$ cat src/rtl/uart_pkg.sv
// Shared UART definitions: default bit timing, frame shape and TX state encoding.
package uart_pkg;

    // 27 MHz system clock / 115200 baud
    localparam int unsigned DELAY_FRAMES_DEFAULT = 234;

    localparam int unsigned CNT_W      = 13;
    localparam int unsigned BIT_IDX_W  = 3;
    localparam int unsigned DATA_BITS  = 8;
    localparam int unsigned STOP_BITS  = 1;
    localparam int unsigned FRAME_BITS = 1 + DATA_BITS + STOP_BITS;

    typedef enum logic [1:0] {
        TX_IDLE  = 2'd0,
        TX_START = 2'd1,
        TX_DATA  = 2'd2,
        TX_STOP  = 2'd3
    } tx_state_e;

    // Serial line level driven while the transmitter sits in a given state
    function automatic logic line_level(input tx_state_e st, input logic data_bit);
        logic lvl;
        lvl = 1'b1;
        case (st)
            TX_START: lvl = 1'b0;
            TX_DATA:  lvl = data_bit;
            default:  lvl = 1'b1;
        endcase
        return lvl;
    endfunction

endpackage

$ cat src/rtl/uart_baud_tick.sv
// Bit-period counter: counts 0..DELAY_FRAMES-1 and flags the last cycle of each period.
module uart_baud_tick
    import uart_pkg::*;
#(
    parameter int unsigned DELAY_FRAMES = DELAY_FRAMES_DEFAULT
)
(
    input  logic clk,
    input  logic rst_n,
    input  logic restart,
    output logic bit_done
);

    localparam logic [CNT_W-1:0] LAST = CNT_W'(DELAY_FRAMES - 1);

    logic [CNT_W-1:0] count;
    logic [CNT_W-1:0] count_next;

    // Next count: hold at zero on restart, wrap after the last cycle of a period
    always_comb begin
        count_next = count;
        if (restart || (count == LAST)) begin
            count_next = '0;
        end else begin
            count_next = count + CNT_W'(1);
        end
    end

    // bit_done is registered from the next count, so it is high exactly while count == LAST
    always_ff @(posedge clk or negedge rst_n) begin
        if (!rst_n) begin
            count    <= '0;
            bit_done <= 1'b0;
        end else begin
            count    <= count_next;
            bit_done <= (count_next == LAST);
        end
    end

endmodule

$ cat src/rtl/uart_tx_buffered.sv
// 8N1 UART transmitter with a one-entry holding register for back-to-back frames.
module uart_tx_buffered
    import uart_pkg::*;
#(
    parameter int unsigned DELAY_FRAMES = DELAY_FRAMES_DEFAULT
)
(
    input  logic                 sys_clk,
    input  logic                 sys_rst_n,
    input  logic [DATA_BITS-1:0] tx_data,
    input  logic                 tx_valid,
    output logic                 tx_ready,
    output logic                 uart_tx,
    output logic                 tx_busy
);

    localparam logic [BIT_IDX_W-1:0] LAST_BIT = BIT_IDX_W'(DATA_BITS - 1);

    tx_state_e            state;
    logic [DATA_BITS-1:0] shifter;
    logic [DATA_BITS-1:0] hold_data;
    logic [BIT_IDX_W-1:0] bit_idx;
    logic                 hold_empty;
    logic                 accept;
    logic                 bit_done;
    logic                 baud_restart;

    // Ready is the holding-register-empty flop itself; no path from tx_valid
    assign tx_ready     = hold_empty;
    assign accept       = tx_valid && hold_empty;
    // Counter sits at zero while idle so a loaded frame starts a fresh bit period
    assign baud_restart = (state == TX_IDLE);

    uart_baud_tick #(
        .DELAY_FRAMES (DELAY_FRAMES)
    ) u_baud (
        .clk      (sys_clk),
        .rst_n    (sys_rst_n),
        .restart  (baud_restart),
        .bit_done (bit_done)
    );

    // Frame sequencer, holding register and registered line/busy outputs
    always_ff @(posedge sys_clk or negedge sys_rst_n) begin
        if (!sys_rst_n) begin
            state      <= TX_IDLE;
            shifter    <= '0;
            hold_data  <= '0;
            bit_idx    <= '0;
            hold_empty <= 1'b1;
            uart_tx    <= 1'b1;
            tx_busy    <= 1'b0;
        end else begin
            uart_tx <= line_level(state, shifter[0]);
            tx_busy <= (state != TX_IDLE) || !hold_empty;

            // Accept and load never coincide: accept needs empty, load needs full
            if (accept) begin
                hold_data  <= tx_data;
                hold_empty <= 1'b0;
            end

            case (state)
                TX_IDLE: begin
                    if (!hold_empty) begin
                        shifter    <= hold_data;
                        hold_empty <= 1'b1;
                        state      <= TX_START;
                    end
                end
                TX_START: begin
                    if (bit_done) begin
                        bit_idx <= '0;
                        state   <= TX_DATA;
                    end
                end
                TX_DATA: begin
                    if (bit_done) begin
                        shifter <= shifter >> 1;
                        bit_idx <= bit_idx + BIT_IDX_W'(1);
                        if (bit_idx == LAST_BIT) begin
                            state <= TX_STOP;
                        end
                    end
                end
                TX_STOP: begin
                    if (bit_done) begin
                        if (!hold_empty) begin
                            shifter    <= hold_data;
                            hold_empty <= 1'b1;
                            state      <= TX_START;
                        end else begin
                            state <= TX_IDLE;
                        end
                    end
                end
                default: state <= TX_IDLE;
            endcase
        end
    end

endmodule

$ cat config.mk
export PLATFORM = sky130hd
export DESIGN_NAME = uart_tx_buffered
export DESIGN_NICKNAME = d
export VERILOG_FILES = /design/src/rtl/uart_pkg.sv /design/src/rtl/uart_baud_tick.sv /design/src/rtl/uart_tx_buffered.sv
export SDC_FILE = /design/constraint.sdc
export NUM_CORES = 1
export LEC_CHECK = 0
export ABC_AREA = 0
export BUFFER_PORTS_ARGS = -buffer_cell sky130_fd_sc_hd__buf_4
export CAP_MARGIN = 20
export CORE_ASPECT_RATIO = 0.9
export CORE_MARGIN = 1
export CORE_UTILIZATION = 50
export CTS_CLUSTER_DIAMETER = 40
export DETAILED_ROUTE_END_ITERATION = 8
export GPL_TIMING_DRIVEN = 0
export PLACE_DENSITY = 0.68
export SETUP_SLACK_MARGIN = 0.4
export SLEW_MARGIN = 40
export SYNTH_ARGS = -nofsm -noshare
export SYNTH_HDL_FRONTEND = slang
export SYNTH_SLANG_ARGS = --single-unit
export TNS_END_PERCENT = 5
$ cat constraint.sdc
create_clock -name sys_clk -period 3.44 [get_ports sys_clk]
set_input_delay 0.172 -clock sys_clk [delete_from_list [all_inputs] [get_ports sys_clk]]
set_output_delay 0.172 -clock sys_clk [all_outputs]
set_load 0.03 [all_outputs]
# --- After elaboration in Yosys (flattened, before gate mapping) ---
# Cells that the tools add are included.
totals:
  regBits: 38
  output_inout_bits: 3
  wordCells: 53
op_classes:
  addsub: 2
  n_eq_ne: 11
  n_mux: 20
  reduce_logical: 11
ops:
  columns: ["operator", "count"]
  rows:
  - ["$eq 13x8->1 const B", 2]
  - ["$mux 8", 3]
  - ["$pmux 8 s3", 1]
  - ["$add 13x1->13 const B", 1]
  - ["$mux 13", 1]
  - ["$mux 2", 5]
  - ["$pmux 2 s4", 1]
  - ["$mux 3", 2]
  - ["$ne 2x1->1 const B", 3]
  - ["$pmux 3 s2", 1]
  - ["$reduce_and 3->1", 2]
  - ["$reduce_and 5->1", 1]
  - ["$eq 2x2->1 const B", 2]
  - ["$mux 1", 4]
  - ["$ne 2x2->1 const B", 2]
  - ["$pmux 1 s2", 2]
  - ["$reduce_bool 2->1", 2]
  - ["$add 3x1->3 const B", 1]
  - ["$eq 3x3->1 const B", 1]
  - ["$reduce_bool 3->1", 1]
  - ["$eq 2x1->1 const B", 1]
  - ["$logic_not 2->1", 1]
  - ["$logic_or 1x1->1", 2]
  - ["$logic_and 1x1->1", 1]
  - ["$logic_not 1->1", 1]

# --- Depth between registers and ports, before layout ---
logic_depth:
  ltp_word: 5
  depth_mapped: 9
  mapped_depth_nobuf: 7

# --- Modules after synthesis ---
# Synthesis repeated with hierarchy kept, for this count alone.
hier_totals:
  hier_cells: 162
  hier_area_um2: 1945.6
modules_own_cells:
  columns: ["module", "instances", "cells_each", "area_each_um2", "seq_area_each_um2"]
  rows:
  - ["uart_tx_buffered", 1, 86, 1191.1, 603.1]
  - ["uart_baud_tick", 1, 76, 754.5, 350.3]

# --- Least setup slack after synthesis ---
# OpenSTA, ideal clock, no wires.
synth_path:
  kind: "register -> register"
  startpoint: "reg state[0]"
  endpoint: "reg shifter[5]"
  setup_time_ns: 0.077
  arrival_time_ns: 1.770
  setup_slack_ns: 1.593
  stages_incl_launch_ff: 9
  period_less_slack_ns: 1.847
  cell_sequence: "dfrtp_1 -> inv_1 -> ha_1 -> clkbuf_1 -> nor2b_1 -> nor3_2 -> clkbuf_1 -> nor2_1 -> a21oi_1"
synth_between:
  elab_chain_len: 3
  elab_cells_between_ends: 8
  cone_classes: "eq/ne (4); mux (1); reduce/logical (3)"
synth_rtl:
  columns: ["item", "line", "rtl"]
  rows:
  - ["start: declaration", "uart_tx_buffered.sv:19", "tx_state_e state;"]
  - ["start signal: assignment", "uart_tx_buffered.sv:46", "state <= TX_IDLE;"]
  - ["start signal: assignment", "uart_tx_buffered.sv:68", "state <= TX_START;"]
  - ["start signal: assignment", "uart_tx_buffered.sv:74", "state <= TX_DATA;"]
  - ["$eq 2x2->1 or $logic_not 2->1 (tied branches)", "uart_tx_buffered.sv:63", "case (state)"]
  - ["$ne 2x1->1 (no source line) or $reduce_bool 3->1 (tied branches)", null, null]
  - ["$reduce_and 3->1 (no source line)", null, null]
  - ["end signal: assignment", "uart_tx_buffered.sv:66", "shifter <= hold_data;"]
  - ["end signal: assignment", "uart_tx_buffered.sv:79", "shifter <= shifter >> 1;"]
  - ["end signal: assignment", "uart_tx_buffered.sv:89", "shifter <= hold_data;"]
  - ["end: declaration", "uart_tx_buffered.sv:20", "logic [DATA_BITS-1:0] shifter;"]
# Several ways; a longest one is shown, not always the timed one.
# A chain may end at the register's enable or synchronous reset.

# --- Final worst setup path ---
layout_path:
  startpoint: "reg state[0]"
  endpoint: "reg shifter[6]"
# The elaborated chain is that of the path after synthesis.

==> summary.md <==
| Metric | Value |
|---|---|
| Status | finished, final reports clean |
| Slew Viols, Final | 0 |
| Setup TNS | 0 ps |
| HP Class | in -> reg |
| DR iter-0 viols | 92 |
| Crit path time final | 2240 ps |
| Via count | 1,358 |
| FF/Latch Area | ~950 um^2 |
| Post-synthesis sequential area ratio | 0.501 |
| Worst Skew | 9.03 ps |
| Drt total wl | 3530 um |
| Cells after Synth | 177 |
| # fillers | 305 |
| CP endpoint kind | flip-flop |
| First-pass GRT wire length | approximately 6100 um |
| Fin crit share | 0.652 |
| PostCTS Resize Cnt | 0 |
| # clock sinks | 38 |
| Peak VDD IR | 0.358 mV |
| Worst-path cell chain | inv_1 -> ha_1 -> clkbuf_1 -> nor2b_1 -> nor3_2 -> clkbuf_1 -> nor2_1 -> a21oi_1 |
| Syn Area/Cell | 10.7 um^2 |
| Post-synth EDFFs | 0 |
| Kind of critical path | reg -> reg |
| Vias in the first global route | 1,341 |
| Top cells by area, synth | dfrtp_1 (47%), ha_1 (6.6%), nor2_1 (5.3%), mux2_2 (4.7%), mux2i_1 (3.7%) |
| Warnings from Yosys | 0 |
| Clock Pin Slew Worst Setup and Hold Paths | 80 ps |
| Max incr delay on CP | 440 ps |
| Min setup slack post-route | 1200 ps |
| Post-CTS setup buffer count | 0 |
| IO buf count | 13 |
| Final Setup Violations | 0 |
| Synth top area share | 0.474 |
| Yosys reg bits | 38 |
| Vias per cell | 5.59 |
| WP depth | 8 |
| Clock root buffer master | clkbuf_8 |
| Commonest non-fill, non-tap cell in the layout | dfrtp_1 |
| Actual slew at the worst max-slew pin | 529 ps |
| DP HPWL | between 2000 and 3000 um |
| CP Buf/Inv Count | 3 |
| Worst EP required | 3680 ps |
| Antenna cells | 0 |
| Die width | 67.0 um |
| Ports | 14 |
| Largest net degree at the start of global routing | 39 |
| Leak | 1.01 nW |
| Busiest metal layer after global routing | met2 |
| Met1 Track Usage GR | 0.283 |
| Initial antenna violation count | 0 |
| Gr ovfl total | 0 |
| Global Route met2 Usage | 0.309 |
| Number of remaining DRC errors | 0 |
| Critical Path Source Type | flip-flop |
| Area of the core | around 3500 um^2 |
| Row Count | 20 |
| Area of the multi-input gates | 892 um^2 |
| Mapped Area | 1900 um^2 |
| Total track usage | 0.208 |
| TritonCTS Buffers | 5 |
| Full die area | 4050 um^2 |
| Die Span Y | approximately 61 um |
| Starting Density | 0.543 |
| CP delay by family, top | buffers and inverters |
| Number of max-cap violations | 0 |
| Final core utilization | 0.629 |
| Count of cell types in the netlist | 35 |
| Maximum achievable frequency | about 0.45 GHz |
| CP max stage cell | dfrtp_1 |
| Post-route ant nets | 0 |
| Prevailing post-synth register cell | dfrtp_1 |
| RSZ-0062 raised after global routing | false |
| P per Cell Area | 431 nW/um^2 |
| GR Util met3 | 0.0508 |
| Drt first pass iters | 4 |
| Post-synth ARST share | 1.00 |
| Worst path most repeated cell | clkbuf_1 |
| Most frequent cells in the layout | dfrtp_1 (36), nor2_1 (27), buf_4 (13) |
| Max_slew headroom | 0.648 |
| CTS tree | done |
| Syn nets | 198 |
| Hold Path Depth | 2 |
| CP Data Arrival Time | 2480 ps |
| Proportion of layout cells with a drive suffix above 1 | 0.186 |
| Hold-fix buffers at CTS | 1 |
| Htree depth | 2 |
| Synth area leader | dfrtp_1 |
| Crit-path max FO | 10 |
| Final hold vios | 0 |
| NumNets Final | 219 |
| Setup Slack @ Placement | between 1000 and 1500 ps |
| Worst R2R Path Depth | 8 |
| CTS Buffer Depth | 2 |
| GP Congestion | between 0.8 and 0.9 |
| Clk Latency, worst-skew pair | 310 ps |
| Avg WL per Cell | 14.5 um |
| P&R area growth vs syn | 15.8% |
synth_stat cells, types with 2 or more instances:
library cell / count
mux2i_1: 7
a21oi_1: 9
o21ai_0: 7
inv_1: 8
nand3_1: 5
dfstp_2: 2
xor2_1: 4
nor2b_1: 3
a32o_1: 2
nor3_1: 3
ha_1: 10
dfrtp_1: 36
o31ai_1: 2
clkbuf_1: 4
or3_1: 2
a2111o_1: 2
nand4_1: 5
nor2_1: 27
nand2_1: 10
xnor2_1: 7
mux2_2: 8
metal layers:
layer,vias to the layer above,part of all wire
met5,-,0
li1,659,-
met4,0,0.017
met3,7,0.044
met2,24,0.46
met1,668,0.48
sequential cells by signal, summed over array words and instances (netlist names):
name and count:
state 2, hold_data 8, shifter 8, u_baud.bit_done 1, uart_tx 1, bit_idx 3
tx_busy 1, u_baud.count 13, tx_ready 1
power breakdown:
group	switching, mW	leakage [nW]	internal (mW)
registers	0.00464	0.492	0.456
logic	0.0141	0.446	0.0166
clock network	0.169	0.0683	0.290
total	0.188	1.01	0.763
stage by stage:
stage / power, mW / hold WS, ps / instance area (um^2) / cells
2_1_floorplan: 0.479 / -124 / 1900 / 177
3_3_place_gp: 0.497 / 158 / 2050 / 234
3_5_place_dp: 0.500 / 168 / 2050 / 234
4_1_cts: 0.963 / 98.4 / 2200 / 243
5_1_grt: 0.983 / 103 / 2200 / 243
6_report: 0.950 / 98.3 / 2200 / 243
worst register-to-register path: stages, from the launching register on:
cell and delay (ps):
dfrtp_1 440, inv_1 130, ha_1 150, clkbuf_1 330, nor2b_1 100, nor3_2 430
clkbuf_1 390, nor2_1 70, a21oi_1 130
area by class of cell:
type / count / share of cell area
tap: 44 / 0.0250
inverter: 8 / 0.0136
multi-input combinational: 126 / 0.405
clock inverter: 3 / 0.0313
clock buffer: 5 / 0.0313
buffer: 5 / 0.0119
sequential: 38 / 0.433
timing repair buffer: 14 / 0.0489
logic make-up (layout without fill, tap and decap cells):
logic type | after synthesis | in the layout | synth area share
AO/OA/AOI/OAI | 27 | 27 | 0.105
flip-flops | 38 | 38 | 0.501
multiplexers | 15 | 15 | 0.0842
XOR/XNOR | 11 | 11 | 0.0507
buffers and inverters | 13 | 35 | 0.0296
adder cells (fa/ha/maj) | 10 | 10 | 0.0658
AND/OR/NAND/NOR | 63 | 63 | 0.163
path summary, 6_finish.rpt:
kind                       slack, ps                    from                    endpoint
hold / removal                   100              tx_data[7]    hold_data[7]$_DFFE_PN0P_
setup reg to reg                1200    state[0]$_DFFE_PN0P_      shifter[6]$_DFFE_PN0P_
min in group asynchronous        350               sys_rst_n  u_baud.count[10]$_DFF_PN0_
hold reg to reg                  500  shifter[0]$_DFFE_PN0P_           uart_tx$_DFF_PN1_
max in group asynchronous       2730               sys_rst_n          tx_ready$_DFF_PN1_
setup / recovery                1200    state[0]$_DFFE_PN0P_      shifter[6]$_DFFE_PN0P_
Note: power is estimated with default switching activity, not from simulation.
